--- config.mk ---
export PLATFORM = sky130hd
export DESIGN_NAME = hazard_mc
export DESIGN_NICKNAME = d
export VERILOG_FILES = /design/src/rtl/hazard_pkg.sv /design/src/rtl/hazard_mc_div_seq.sv /design/src/rtl/hazard_mc.sv
export SDC_FILE = /design/constraint.sdc
export NUM_CORES = 1
export LEC_CHECK = 0
export BUFFER_PORTS_ARGS = -buffer_cell sky130_fd_sc_hd__buf_2
export CAP_MARGIN = 20
export CORE_AREA = 3 3 58 54
export CTS_CLUSTER_DIAMETER = 200
export DETAILED_ROUTE_END_ITERATION = 6
export DIE_AREA = 0 0 61 57
export GPL_TIMING_DRIVEN = 0
export MAX_ROUTING_LAYER = met4
export PLACE_DENSITY = 0.79
export SLEW_MARGIN = 10
export SYNTH_ARGS = -nofsm -noshare
export SYNTH_HDL_FRONTEND = slang
export SYNTH_SLANG_ARGS = --single-unit
--- constraint.sdc ---
create_clock -name clk -period 6.1 [get_ports clk]
set_input_delay 1.22 -clock clk [delete_from_list [all_inputs] [get_ports clk]]
set_output_delay 1.22 -clock clk [all_outputs]
set_load 0.005 [all_outputs]
--- src/rtl/hazard_pkg.sv ---
// Shared constants and types for the hazard controller and its divide sequencer.
package hazard_pkg;

    localparam logic [1:0] FWD_NONE  = 2'b00;
    localparam logic [1:0] FWD_W     = 2'b01;
    localparam logic [1:0] FWD_M     = 2'b10;

    localparam logic [1:0] HILO_NONE = 2'b00;
    localparam logic [1:0] HILO_M    = 2'b01;
    localparam logic [1:0] HILO_W    = 2'b10;

    localparam int CNT_W = 6;

    typedef enum logic [1:0] {
        IDLE = 2'd0,
        BUSY = 2'd1,
        DONE = 2'd2
    } div_state_e;

endpackage

--- src/rtl/hazard_mc_div_seq.sv ---
// Multi-cycle divide sequencer: holds E while the divider runs, aborts on exception.
module div_seq_ctrl
    import hazard_pkg::*;
#(
    parameter int DIV_CYCLES = 32
) (
    input  logic clk,
    input  logic rst,
    input  logic divE,
    input  logic excM,
    output logic divstall,
    output logic div_startE,
    output logic div_doneE
);

    localparam logic [CNT_W-1:0] CNT_START = CNT_W'(DIV_CYCLES - 1);

    div_state_e       state_q, state_d;
    logic [CNT_W-1:0] cnt_q, cnt_d;

    // State and counter registers
    always_ff @(posedge clk) begin
        if (rst) begin
            state_q <= IDLE;
            cnt_q   <= {CNT_W{1'b0}};
        end else begin
            state_q <= state_d;
            cnt_q   <= cnt_d;
        end
    end

    // Next state, counter and sequencer outputs
    always_comb begin
        state_d    = state_q;
        cnt_d      = cnt_q;
        divstall   = 1'b0;
        div_startE = 1'b0;
        div_doneE  = 1'b0;
        case (state_q)
            IDLE: begin
                divstall = divE;
                if (divE && !excM) begin
                    div_startE = 1'b1;
                    state_d    = BUSY;
                    cnt_d      = CNT_START;
                end else begin
                    state_d = IDLE;
                end
            end
            BUSY: begin
                divstall = 1'b1;
                cnt_d    = cnt_q - 6'd1;
                if (cnt_q == 6'd1) begin
                    state_d = DONE;
                end else begin
                    state_d = BUSY;
                end
            end
            DONE: begin
                div_doneE = 1'b1;
                state_d   = IDLE;
            end
            default: begin
                state_d = IDLE;
                cnt_d   = {CNT_W{1'b0}};
            end
        endcase
        // An exception kills any divide in flight, including mid-BUSY
        if (excM) begin
            state_d = IDLE;
            cnt_d   = {CNT_W{1'b0}};
        end else begin
            state_d = state_d;
        end
        if (rst) begin
            divstall   = 1'b0;
            div_startE = 1'b0;
            div_doneE  = 1'b0;
        end else begin
            divstall = divstall;
        end
    end

endmodule

--- src/rtl/hazard_mc.sv ---
// Pipeline hazard controller: GPR and HI/LO forwarding, load-use/branch/divide stalls,
// and exception flush for the 5-stage core.
module hazard_mc
    import hazard_pkg::*;
#(
    parameter int REG_AW      = 5,
    parameter int DIV_CYCLES  = 32,
    parameter int BRANCH_IN_D = 1
) (
    input  logic              clk,
    input  logic              rst,
    input  logic [REG_AW-1:0] rsD,
    input  logic [REG_AW-1:0] rtD,
    input  logic              branchD,
    input  logic              jumpregD,
    input  logic [REG_AW-1:0] rsE,
    input  logic [REG_AW-1:0] rtE,
    input  logic [REG_AW-1:0] writeregE,
    input  logic              regwriteE,
    input  logic              memtoregE,
    input  logic              hilo_readE,
    input  logic              divE,
    input  logic [REG_AW-1:0] writeregM,
    input  logic              regwriteM,
    input  logic              memtoregM,
    input  logic              excM,
    input  logic [1:0]        hilo_weM,
    input  logic [1:0]        hilo_weW,
    input  logic [REG_AW-1:0] writeregW,
    input  logic              regwriteW,
    output logic              forwardaD,
    output logic              forwardbD,
    output logic [1:0]        forwardaE,
    output logic [1:0]        forwardbE,
    output logic [1:0]        forwardhiE,
    output logic [1:0]        forwardloE,
    output logic              stallF,
    output logic              stallD,
    output logic              stallE,
    output logic              flushD,
    output logic              flushE,
    output logic              flushM,
    output logic              flushW,
    output logic              div_startE,
    output logic              div_doneE
);

    localparam logic [REG_AW-1:0] ZERO_REG = {REG_AW{1'b0}};
    localparam logic              BR_EN    = (BRANCH_IN_D != 0);

    logic divstall_s;
    logic lwstall_s;
    logic brstall_s;
    logic br_hz_rs_s;
    logic br_hz_rt_s;

    div_seq_ctrl #(
        .DIV_CYCLES (DIV_CYCLES)
    ) u_div_seq (
        .clk        (clk),
        .rst        (rst),
        .divE       (divE),
        .excM       (excM),
        .divstall   (divstall_s),
        .div_startE (div_startE),
        .div_doneE  (div_doneE)
    );

    // Hazard detection terms
    always_comb begin
        lwstall_s  = memtoregE && regwriteE && (writeregE != ZERO_REG) &&
                     ((writeregE == rsD) || (writeregE == rtD));
        br_hz_rs_s = (rsD != ZERO_REG) &&
                     ((regwriteE && (writeregE == rsD)) || (memtoregM && (writeregM == rsD)));
        // jr/jalr only read rs, so rt can never cause their stall
        br_hz_rt_s = !jumpregD && (rtD != ZERO_REG) &&
                     ((regwriteE && (writeregE == rtD)) || (memtoregM && (writeregM == rtD)));
        brstall_s  = BR_EN && (branchD || jumpregD) && (br_hz_rs_s || br_hz_rt_s);
    end

    // Forwarding selects
    always_comb begin
        forwardaD  = 1'b0;
        forwardbD  = 1'b0;
        forwardaE  = FWD_NONE;
        forwardbE  = FWD_NONE;
        forwardhiE = HILO_NONE;
        forwardloE = HILO_NONE;
        if (!rst) begin
            forwardaD = BR_EN && (rsD != ZERO_REG) && (rsD == writeregM) && regwriteM;
            forwardbD = BR_EN && (rtD != ZERO_REG) && (rtD == writeregM) && regwriteM;

            if ((rsE != ZERO_REG) && (rsE == writeregM) && regwriteM)      forwardaE = FWD_M;
            else if ((rsE != ZERO_REG) && (rsE == writeregW) && regwriteW) forwardaE = FWD_W;
            else                                                           forwardaE = FWD_NONE;

            if ((rtE != ZERO_REG) && (rtE == writeregM) && regwriteM)      forwardbE = FWD_M;
            else if ((rtE != ZERO_REG) && (rtE == writeregW) && regwriteW) forwardbE = FWD_W;
            else                                                           forwardbE = FWD_NONE;

            if (hilo_readE && hilo_weM[1])      forwardhiE = HILO_M;
            else if (hilo_readE && hilo_weW[1]) forwardhiE = HILO_W;
            else                                forwardhiE = HILO_NONE;

            if (hilo_readE && hilo_weM[0])      forwardloE = HILO_M;
            else if (hilo_readE && hilo_weW[0]) forwardloE = HILO_W;
            else                                forwardloE = HILO_NONE;
        end else begin
            forwardaD = 1'b0;
        end
    end

    // Stall and flush enables; reset and exception both drain the pipe
    always_comb begin
        stallF = 1'b0;
        stallD = 1'b0;
        stallE = 1'b0;
        flushD = 1'b1;
        flushE = 1'b1;
        flushM = 1'b1;
        flushW = 1'b1;
        if (!rst && !excM) begin
            stallF = lwstall_s || brstall_s || divstall_s;
            stallD = lwstall_s || brstall_s || divstall_s;
            stallE = divstall_s;
            flushD = 1'b0;
            flushE = (lwstall_s || brstall_s) && !divstall_s;
            flushM = divstall_s;
            flushW = 1'b0;
        end else begin
            stallF = 1'b0;
        end
    end

endmodule

; ---- After elaboration in Yosys (flattened, before gate mapping)
; Index checks and enable logic that the tools add are counted.
[word_totals]
inputBits = 51
register_bits = 8
word_cells = 98
output_inout_bits = 19
[op_classes]
reduce_logical = 49
bitwise_logic = 1
muxes = 31
add_sub_neg = 1
n_eq_ne = 14
[op_table]
columns = operator, n
row1 = $eq 5x5->1, 10
row2 = $logic_and 1x1->1, 30
row3 = $reduce_bool 5->1, 5
row4 = $mux 2, 11
row5 = $pmux 6 s3, 1
row6 = $mux 1, 16
row7 = $logic_or 1x1->1, 7
row8 = $eq 6x1->1 const B, 1
row9 = $mux 6, 1
row10 = $sub 6x1->6 const B, 1
row11 = $logic_not 1->1, 4
row12 = $pmux 2 s2, 1
row13 = $eq 2x1->1 const B, 1
row14 = $eq 2x2->1 const B, 1
row15 = $logic_not 2->1, 1
row16 = $ne 2x1->1 const B, 1
row17 = $pmux 1 s2, 1
row18 = $reduce_and 2->1, 1
row19 = $reduce_or 2->1, 1
row20 = $not 1->1, 1

; ---- Depth between registers and ports, before layout
; Gate-level depths: netlist (run 1).
[depth]
ltp_word = 9
depth_mapped = 7
ltp_nobuf = 7

; ---- By module
; From an unflattened synthesis (run 1), not the netlist that was laid out.
[hier_totals]
cells_unflattened = 145
area_unflattened_um2 = 1152.4
[by_module_without_submodules]
columns = module, n_inst, area_each_um2, seq_area_each_um2, cells_each
row1 = hazard_mc, 1, 706.9, 0.0, 94
row2 = div_seq_ctrl, 1, 445.4, 160.2, 51

; ---- Worst setup path before layout (run 1)
; OpenSTA, ideal clock, no wires.
[synth_timing]
path_type = input-to-output
from = input port rsD[3]
to = output port stallF
stages = 7
required_time_ns = 4.880
arrival_time_ns = 2.528
setup_slack_ns = 2.352
cell_sequence = xor2_1 -> nor4_1 -> and3_1 -> a41oi_1 -> or3_1 -> a31oi_1 -> buf_4
[synth_between]
elab_chain_cells = 9
word_cells_on_any_way = 14
[synth_rtl]
columns = item, line
row1 = "start, declared", hazard_mc.sv:12  ; input logic [REG_AW-1:0] rsD,
row2 = $eq 5x5->1 (on tied branches), "hazard_mc.sv:72, hazard_mc.sv:74"
row3 = $logic_and 1x1->1, hazard_mc.sv:74  ; ((regwriteE && (writeregE == rsD)) || (memtoregM && (writeregM == rsD)));
row4 = $logic_or 1x1->1, hazard_mc.sv:74
row5 = $logic_and 1x1->1, hazard_mc.sv:73  ; br_hz_rs_s = (rsD != ZERO_REG) &&
row6 = $logic_or 1x1->1, hazard_mc.sv:78  ; brstall_s = BR_EN && (branchD || jumpregD) && (br_hz_rs_s || br_hz_rt_s);
row7 = $logic_and 1x1->1, hazard_mc.sv:78
row8 = $logic_or 1x1->1 (*) (2 in series), --
row9 = $mux 1 (*), --
row10 = "end, declared", hazard_mc.sv:37  ; output logic stallF,
; Every way passes the cells marked *; elsewhere a longest branch is shown, timed or not.

; ---- Worst setup path after layout (run 1)
[layout_timing]
from = input port rsD[3]
to = output port stallF
[layout_between]
elab_chain_cells = 9
word_cells_on_any_way = 14
[layout_rtl]
columns = item, line
row1 = $eq 5x5->1 (on tied branches), "hazard_mc.sv:72, hazard_mc.sv:74"
row2 = $logic_and 1x1->1, hazard_mc.sv:74
row3 = $logic_or 1x1->1, hazard_mc.sv:74
row4 = $logic_and 1x1->1, hazard_mc.sv:73
row5 = $logic_or 1x1->1, hazard_mc.sv:78
row6 = $logic_and 1x1->1, hazard_mc.sv:78
row7 = $logic_or 1x1->1 (*) (2 in series), hazard_mc.sv:123  ; stallF = lwstall_s || brstall_s || divstall_s;
row8 = $mux 1 (*), hazard_mc.sv:122  ; if (!rst && !excM) begin
; Marked as above.

==> results.yml, run 1 <==
cts:
  ctsHoldBuffers: 0
  post-cts-setup-buffers: 0
  cts_tree: "done"
  cts-root-buf: "clkbuf_4"
  clk_path_buf_depth: 2
  clock_latency_ns: 0.26
  htreeDepth: 1
  clk_pin_slew_ns: 0.06
  cts.sinks: 8
  cts_buffers: 3
  ctsResizeCount: 0
grt:
  grt_overflow: 0
  grt_usage_pct: 19.8
  grt_pass1_vias: 1282
  top_usage_layer: "met2"
  grtUsageMet2_pct: 32.2
  antenna_found_initial: 0
  use_met3_pct: 3.39
  use_met1_pct: 25.9
  grt_max_degree: 12
  grt_pass1_wl_um: 5350
die:
  die_w_um: 61
  io_pins: 70
  dieArea_sq_um: 3480
  core_sq_um: 2530
  start_util_pct: 43.4
  fp.dieH_um: 57
  rows: 17
setup_path:
  path_buf_inv: 3
  cpPeakStageDelay_ns: 0.35
  cp-end-kind: "output port"
  arrival_ns: 2.88
  cpMaxStageDelayCell: "or3_1"
  reg2reg_slack_ns: 4.81
  crit_fanout: 3
  criticalPathCategory: "input pin to output port"
  startpoint_type: "input pin"
  path_delay_family: "simple AND/OR/NAND/NOR gates"
  crit_required_ns: 4.88
  cp_cell_sequence: "buf_2, xor2_1, nor4_1, and3_1, a41oi_1, or3_1, a31oi_1, buf_4, buf_2"
  cp_common_cell: "buf_2"
sta:
  finalSetupViolations: 0
  period_needed_ns: 4.10
  hold_viol_final: 0
  max_freq_ghz: 0.244
  tightest_slew_ns: 0.508
  relSlewSlack_pct: 65.8
  rsz0062_at_grt: "no"
  fin_crit_sh_pct: 67.3
  slew_viol_final: 0
  timing.hold.ws_ns: 0.498
  clock_skew_ns: 0.00793
  finalSetupTns_ns: 0
  setup_ws_ns: 2.00
detailed_routing:
  first_pass_iters: 5
  detail_route.wl_per_cell_um: 12.6
  wl_um: 3090
  drt-initial-drc-count: 59
  route.detailed.drc: 0
  vias: 1295
  routed_via_density: 5.26
  final_antenna_net_count: 0
synth:
  synth_edf_count: 0
  netlist_instances: 147
  syn-num-nets: 200
  ys_top_cells_by_area: "xnor2_1 (19%), dfxtp_1 (15%), xor2_1 (14%), nor2_1 (6.2%), nor4_1 (3.4%)"
  yosysWarnings: 0
  yosysMostFrequentCell: "xnor2_1"
  synthFlopType: "dfxtp_1"
  yosysSeqAreaShare_pct: 14.6
  synth_commonest_cells: "xnor2_1 (24), nor2_1 (18), xor2_1 (17)"
  netlist_area_sq_um: 1100
  synth_cell_types: 36
  synth_seq_cells: 8
  async_reset_ff_share_pct: 0
  yosys.area.top_type_share_pct: 19.1
  yosysTopAreaCell: "xnor2_1"
  synth_area_per_cell_sq_um: 7.47
pwr:
  ir_worst_vdd_v: 0.0000660
  power.share.clock_pct: 23.0
  p_sw_share_pct: 34.4
  power_frac_seq_pct: 31.5
  p_leak_uw: 0.000685
  power_density_nw_per_um2: 120
  p_switching_uw: 61.8
  cellInternalPower_uw: 118
  comb_power_share_pct: 45.5
final_layout:
  multiInputGateArea_sq_um: 901
  nNetsFinal: 273
  syn_to_final_growth_pct: 36.2
  diodes: 0
  fillCellCount: 253
  drive_gt1_share_pct: 35.3
  regArea_sq_um: 160
place:
  dp_slack_ns: 1.98
  dp_hpwl_um: 2670
  io_buffers: 68
  gp_congestion: 0.874
run:
  drv_cap: 0
outcome:
  status: "finished, final reports clean"
hold_path:
  hold_class: "register to register"
==> per-stage QoR <==
stage               instances  util [%]  instance area (sq um)  total power [uW]
floorplan                 147         -                   1100               102
global placement          243      58.2                   1470               138
detailed placement        243      58.2                   1470               140
CTS                       246      59.1                   1500               182
global route              246      59.1                   1500               195
finish                    246      59.1                   1500               180
==> logic make-up (layout without fill, tap and decap cells) <==
| kind of cell | Yosys count | after routing | share of synthesized area [%] |
|---|---|---|---|
| buf+inv | 8 | 79 | 3.42 |
| simple gates | 70 | 70 | 35.8 |
| compound gates | 17 | 17 | 10.3 |
| xor+xnor | 41 | 41 | 32.7 |
| mux | 1 | 1 | 1.02 |
| fa+ha+maj | 2 | 2 | 2.28 |
| flops | 8 | 8 | 14.6 |
==> registers in the layout (all words and copies together) (netlist names) <==
name               flops
u_div_seq.cnt_q        6
u_div_seq.state_q      2
==> path summary, 6_finish.rpt <==
path                                        start  cells past startpoint                         endpoint
setup / recovery                           rsD[3]                      9                           stallF
hold / removal    u_div_seq.cnt_q[4]$_SDFFE_PP0P_                      2  u_div_seq.cnt_q[4]$_SDFFE_PP0P_
setup reg to reg  u_div_seq.cnt_q[2]$_SDFFE_PP0P_                      5  u_div_seq.cnt_q[5]$_SDFFE_PP0P_
hold reg to reg   u_div_seq.cnt_q[4]$_SDFFE_PP0P_                      2  u_div_seq.cnt_q[4]$_SDFFE_PP0P_
==> cell usage in the layout (no fill, tap or decap), drive strengths merged, types with 3 or more instances in the layout <==
cell type  instances
nor2b              3
nand4              5
nand2              9
o21ai              4
a31oi              5
nor4               6
inv                4
nor3b              3
xnor2             24
or4                5
xor2              17
nor3               8
clkbuf             5
and3               3
nor2              18
buf               70
dfxtp              8
==> layout make-up <==
cell class	instances	share of cell area, %
plain buffers	4	1.51
clock buffers	3	1.51
flip-flops and latches	8	10.7
multi-input cells	131	60.2
repair buffers	68	22.7
inverters	4	1.00
well taps	28	2.34
==> worst reg2reg max path, cell delays in order, from the launching register on <==
cell     delay [ns]
dfxtp_1        0.35
nor3_1         0.34
nand2_1        0.12
xnor2_1        0.14
a31oi_1        0.17
nor2_1         0.05
==> power by group through the flow <==
| stage | Clock [uW] | Sequential (uW) | Combinational [uW] |
|---|---|---|---|
| finish | 41.5 | 56.7 | 81.9 |
| global route | 45.0 | 56.9 | 93.1 |
| CTS | 42.7 | 56.6 | 82.3 |
| detailed placement | 0 | 57.7 | 81.9 |
| global placement | 0 | 57.6 | 80.7 |
| floorplan | 0 | 57.2 | 45.3 |
==> per-layer routing <==
metal  part of all wire, %  wire length, um
met5                     0                0
met3                   7.5              233
met4                     0                0
met2                    47             1460
met1                    45             1390
No activity file was read; power rests on OpenSTA's default activity.
==> run 2, diff against run 1 <==
ABC_AREA = 1   (was default)
CORE_AREA = 3 3 62 58   (was 3 3 58 54)
DIE_AREA = 0 0 65 61   (was 0 0 61 57)
PLACE_DENSITY = 0.76   (was 0.79)
clock period = 4.1 ns   (was 6.1 ns; I/O delays follow)
==> run 2 against run 1 <==
Effect of this change:
- wire length rose by 25%
- clock skew fell by 0.0028 ns
- final cell count rose by 45%
- synthesized cell count rose by 65%
- clock power rose by 53%
- power rose by 54%
- largest cell class unchanged
- sequential power rose by 47%
- critical endpoint unchanged
- cell area rose by 14%
- global-route usage rose by 1.6 points
- critical path depth rose by 3
==> results.yml, run 2 <==
outcome:
  status: "finished, final reports clean"
synth:
  yosysMostFrequentCell: "nand2_1"
  ys_top_cells_by_area: "nand2_1 (20%), dfxtp_1 (12%), inv_1 (10%), nor2_1 (9.6%), o21ai_0 (5.8%)"
  netlist_area_sq_um: 1280
  synth_fa_ha_area_share_pct: 1.95
  yosysWarnings: 0
  netlist_instances: 243
  synth_edf_count: 0
  synth_area_per_cell_sq_um: 5.29
  syn-num-nets: 296
  synth_mux_area_share_pct: 0
  yosysTopAreaCell: "nand2_1"
  synth_cell_types: 32
  synth_commonest_cells: "nand2_1 (69), inv_1 (35), nor2_1 (33)"
  yosys.area.top_type_share_pct: 20.2
  synth_seq_cells: 8
  synth_compound_area_share_pct: 17.8
  async_reset_ff_share_pct: 0
  synth_top_family_by_area: "simple AND/OR/NAND/NOR gates"
  synth_xor_area_share_pct: 6.82
  synthFlopType: "dfxtp_1"
  yosysSeqAreaShare_pct: 12.5
  synthSimpleGateAreaFrac_pct: 45.9
final_layout:
  diodes: 0
  largestRegisters: "u_div_seq.cnt_q: 6 flops, u_div_seq.state_q: 2 flops"
  layout.cells.non_filler: 356
  fillCellCount: 327
  largest_register_ff_count: 6
  syn_to_final_growth_pct: 32.3
  largest_register: "u_div_seq.cnt_q"
  final_cell_mix: "buf_2 (70), nand2_1 (69), inv_1 (35), nor2_1 (33), o21ai_0 (15)"
  final_common_cell: "buf_2"
  nNetsFinal: 369
  drive_gt1_share_pct: 29.6
grt:
  antenna_found_initial: 0
  grt_overflow: 0
  grt_max_degree: 11
  grt_pass1_vias: 1529
  grt_usage_pct: 21.4
  grt_pass1_wl_um: 6500
sta:
  rsz0062_at_grt: "no"
  fin_crit_sh_pct: 69.4
  setup_ws_ns: 1.25
  tightest_slew_ns: 0.405
  clock_skew_ns: 0.00510
  slew_viol_final: 0
  period_needed_ns: 2.85
  finalSetupViolations: 0
  max_freq_ghz: 0.351
  hold_viol_final: 0
  relSlewSlack_pct: 72.7
  finalSetupTns_ns: 0
cts:
  clock_latency_ns: 0.26
  clk_path_buf_depth: 2
  clk_pin_slew_ns: 0.05
  cts_buffers: 3
  cts-root-buf: "clkbuf_4"
  ctsResizeCount: 0
  cts_tree: "done"
  htreeDepth: 1
  ctsHoldBuffers: 0
  cts.sinks: 8
  post-cts-setup-buffers: 0
detailed_routing:
  drt-initial-drc-count: 81
  vias: 1730
  final_antenna_net_count: 0
  routed_via_density: 4.86
  wl_um: 3860
  first_pass_iters: 4
  detail_route.wl_per_cell_um: 10.9
  route.detailed.drc: 0
setup_path:
  startpoint_type: "input pin"
  crit_required_ns: 3.28
  cp-end-kind: "output port"
  criticalPathCategory: "input pin to output port"
  crit_fanout: 4
  reg2reg_depth: 6
  arrival_ns: 2.03
die:
  core_sq_um: 3020
  rows: 19
  fp.dieH_um: 61
  dieArea_sq_um: 3970
  io_pins: 70
  start_util_pct: 42.6
  die_w_um: 65
pwr:
  ir_worst_vdd_v: 0.000144
  power_density_nw_per_um2: 163
  p_leak_uw: 0.000974
  power_uw: 277
place:
  dp_slack_ns: 1.24
  place_inst: 353
  gp_congestion: 0.926
  dp_hpwl_um: 3290
  io_buffers: 68
run:
  drv_cap: 0
hold_path:
  hold_class: "register to register"
  min_path_cells: 2
[run 2: cell types whose count changed after synthesis, moves of 9 or more]
cell	before	now
nor2_1	18	33
inv_1	3	35
xor2_1	17	6
inv_2	1	10
o21ai_0	4	15
xnor2_1	24	4
nand2_1	9	69
[run 2: layer usage]
metal	GRT usage, %	share of wire, %
met3	3.33	7.1
met2	35.1	46
met5	-	0
met1	27.2	45
met4	6.63	1.7
[run 2: worst paths after layout]
kind                                        start                               to  slack [ns]
setup / recovery                     writeregE[4]                           stallF        1.25
hold / removal    u_div_seq.cnt_q[5]$_SDFFE_PP0P_  u_div_seq.cnt_q[5]$_SDFFE_PP0P_        0.52
setup reg to reg  u_div_seq.state_q[0]$_SDFF_PP0_  u_div_seq.cnt_q[5]$_SDFFE_PP0P_        2.87
hold reg to reg   u_div_seq.cnt_q[5]$_SDFFE_PP0P_  u_div_seq.cnt_q[5]$_SDFFE_PP0P_        0.52
[run 2: power breakdown]
group          internal [uW]  leakage (uW)  total, uW  switching [uW]
clock                   33.7     0.0000138       63.7            30.0
combinational           55.2      0.000895        130            75.2
sequential              80.6     0.0000651       83.2            2.62
[run 2: logic make-up after synthesis]
group / after synthesis
flops: 8
simple gates: 135
fa+ha+maj: 2
compound gates: 39
buf+inv: 49
xor+xnor: 10
[run 2: area by class of cell]
class / instances / area (sq um) / share of cell area (%)
Buffer: 4 / 25.0 / 1.47
Inverter: 45 / 169 / 9.93
Timing Repair Buffer: 68 / 340 / 20.0
Clock buffer: 3 / 22.5 / 1.32
Tap cell: 42 / 52.6 / 3.09
Multi-Input combinational cell: 186 / 931 / 54.7
Sequential cell: 8 / 160 / 9.42
[run 2: stage by stage]
stage	hold slack, ns	cell area, sq um	util, %
3_3_place_gp	0.524	1680	55.6
2_1_floorplan	0.488	1280	-
4_1_cts	0.530	1700	56.3
5_1_grt	0.563	1700	56.3
3_5_place_dp	0.523	1680	55.6
6_report	0.523	1700	56.3
[run 2: worst max-delay path, stage by stage]
cell      delay, ns
buf_2          0.10
inv_1          0.11
o21ai_0        0.09
nor2_1         0.14
nand3_2        0.11
nand2_1        0.07
o311ai_0       0.14
nand2_1        0.12
nand2_1        0.05
nand2_1        0.07
buf_4          0.10
buf_2          0.10
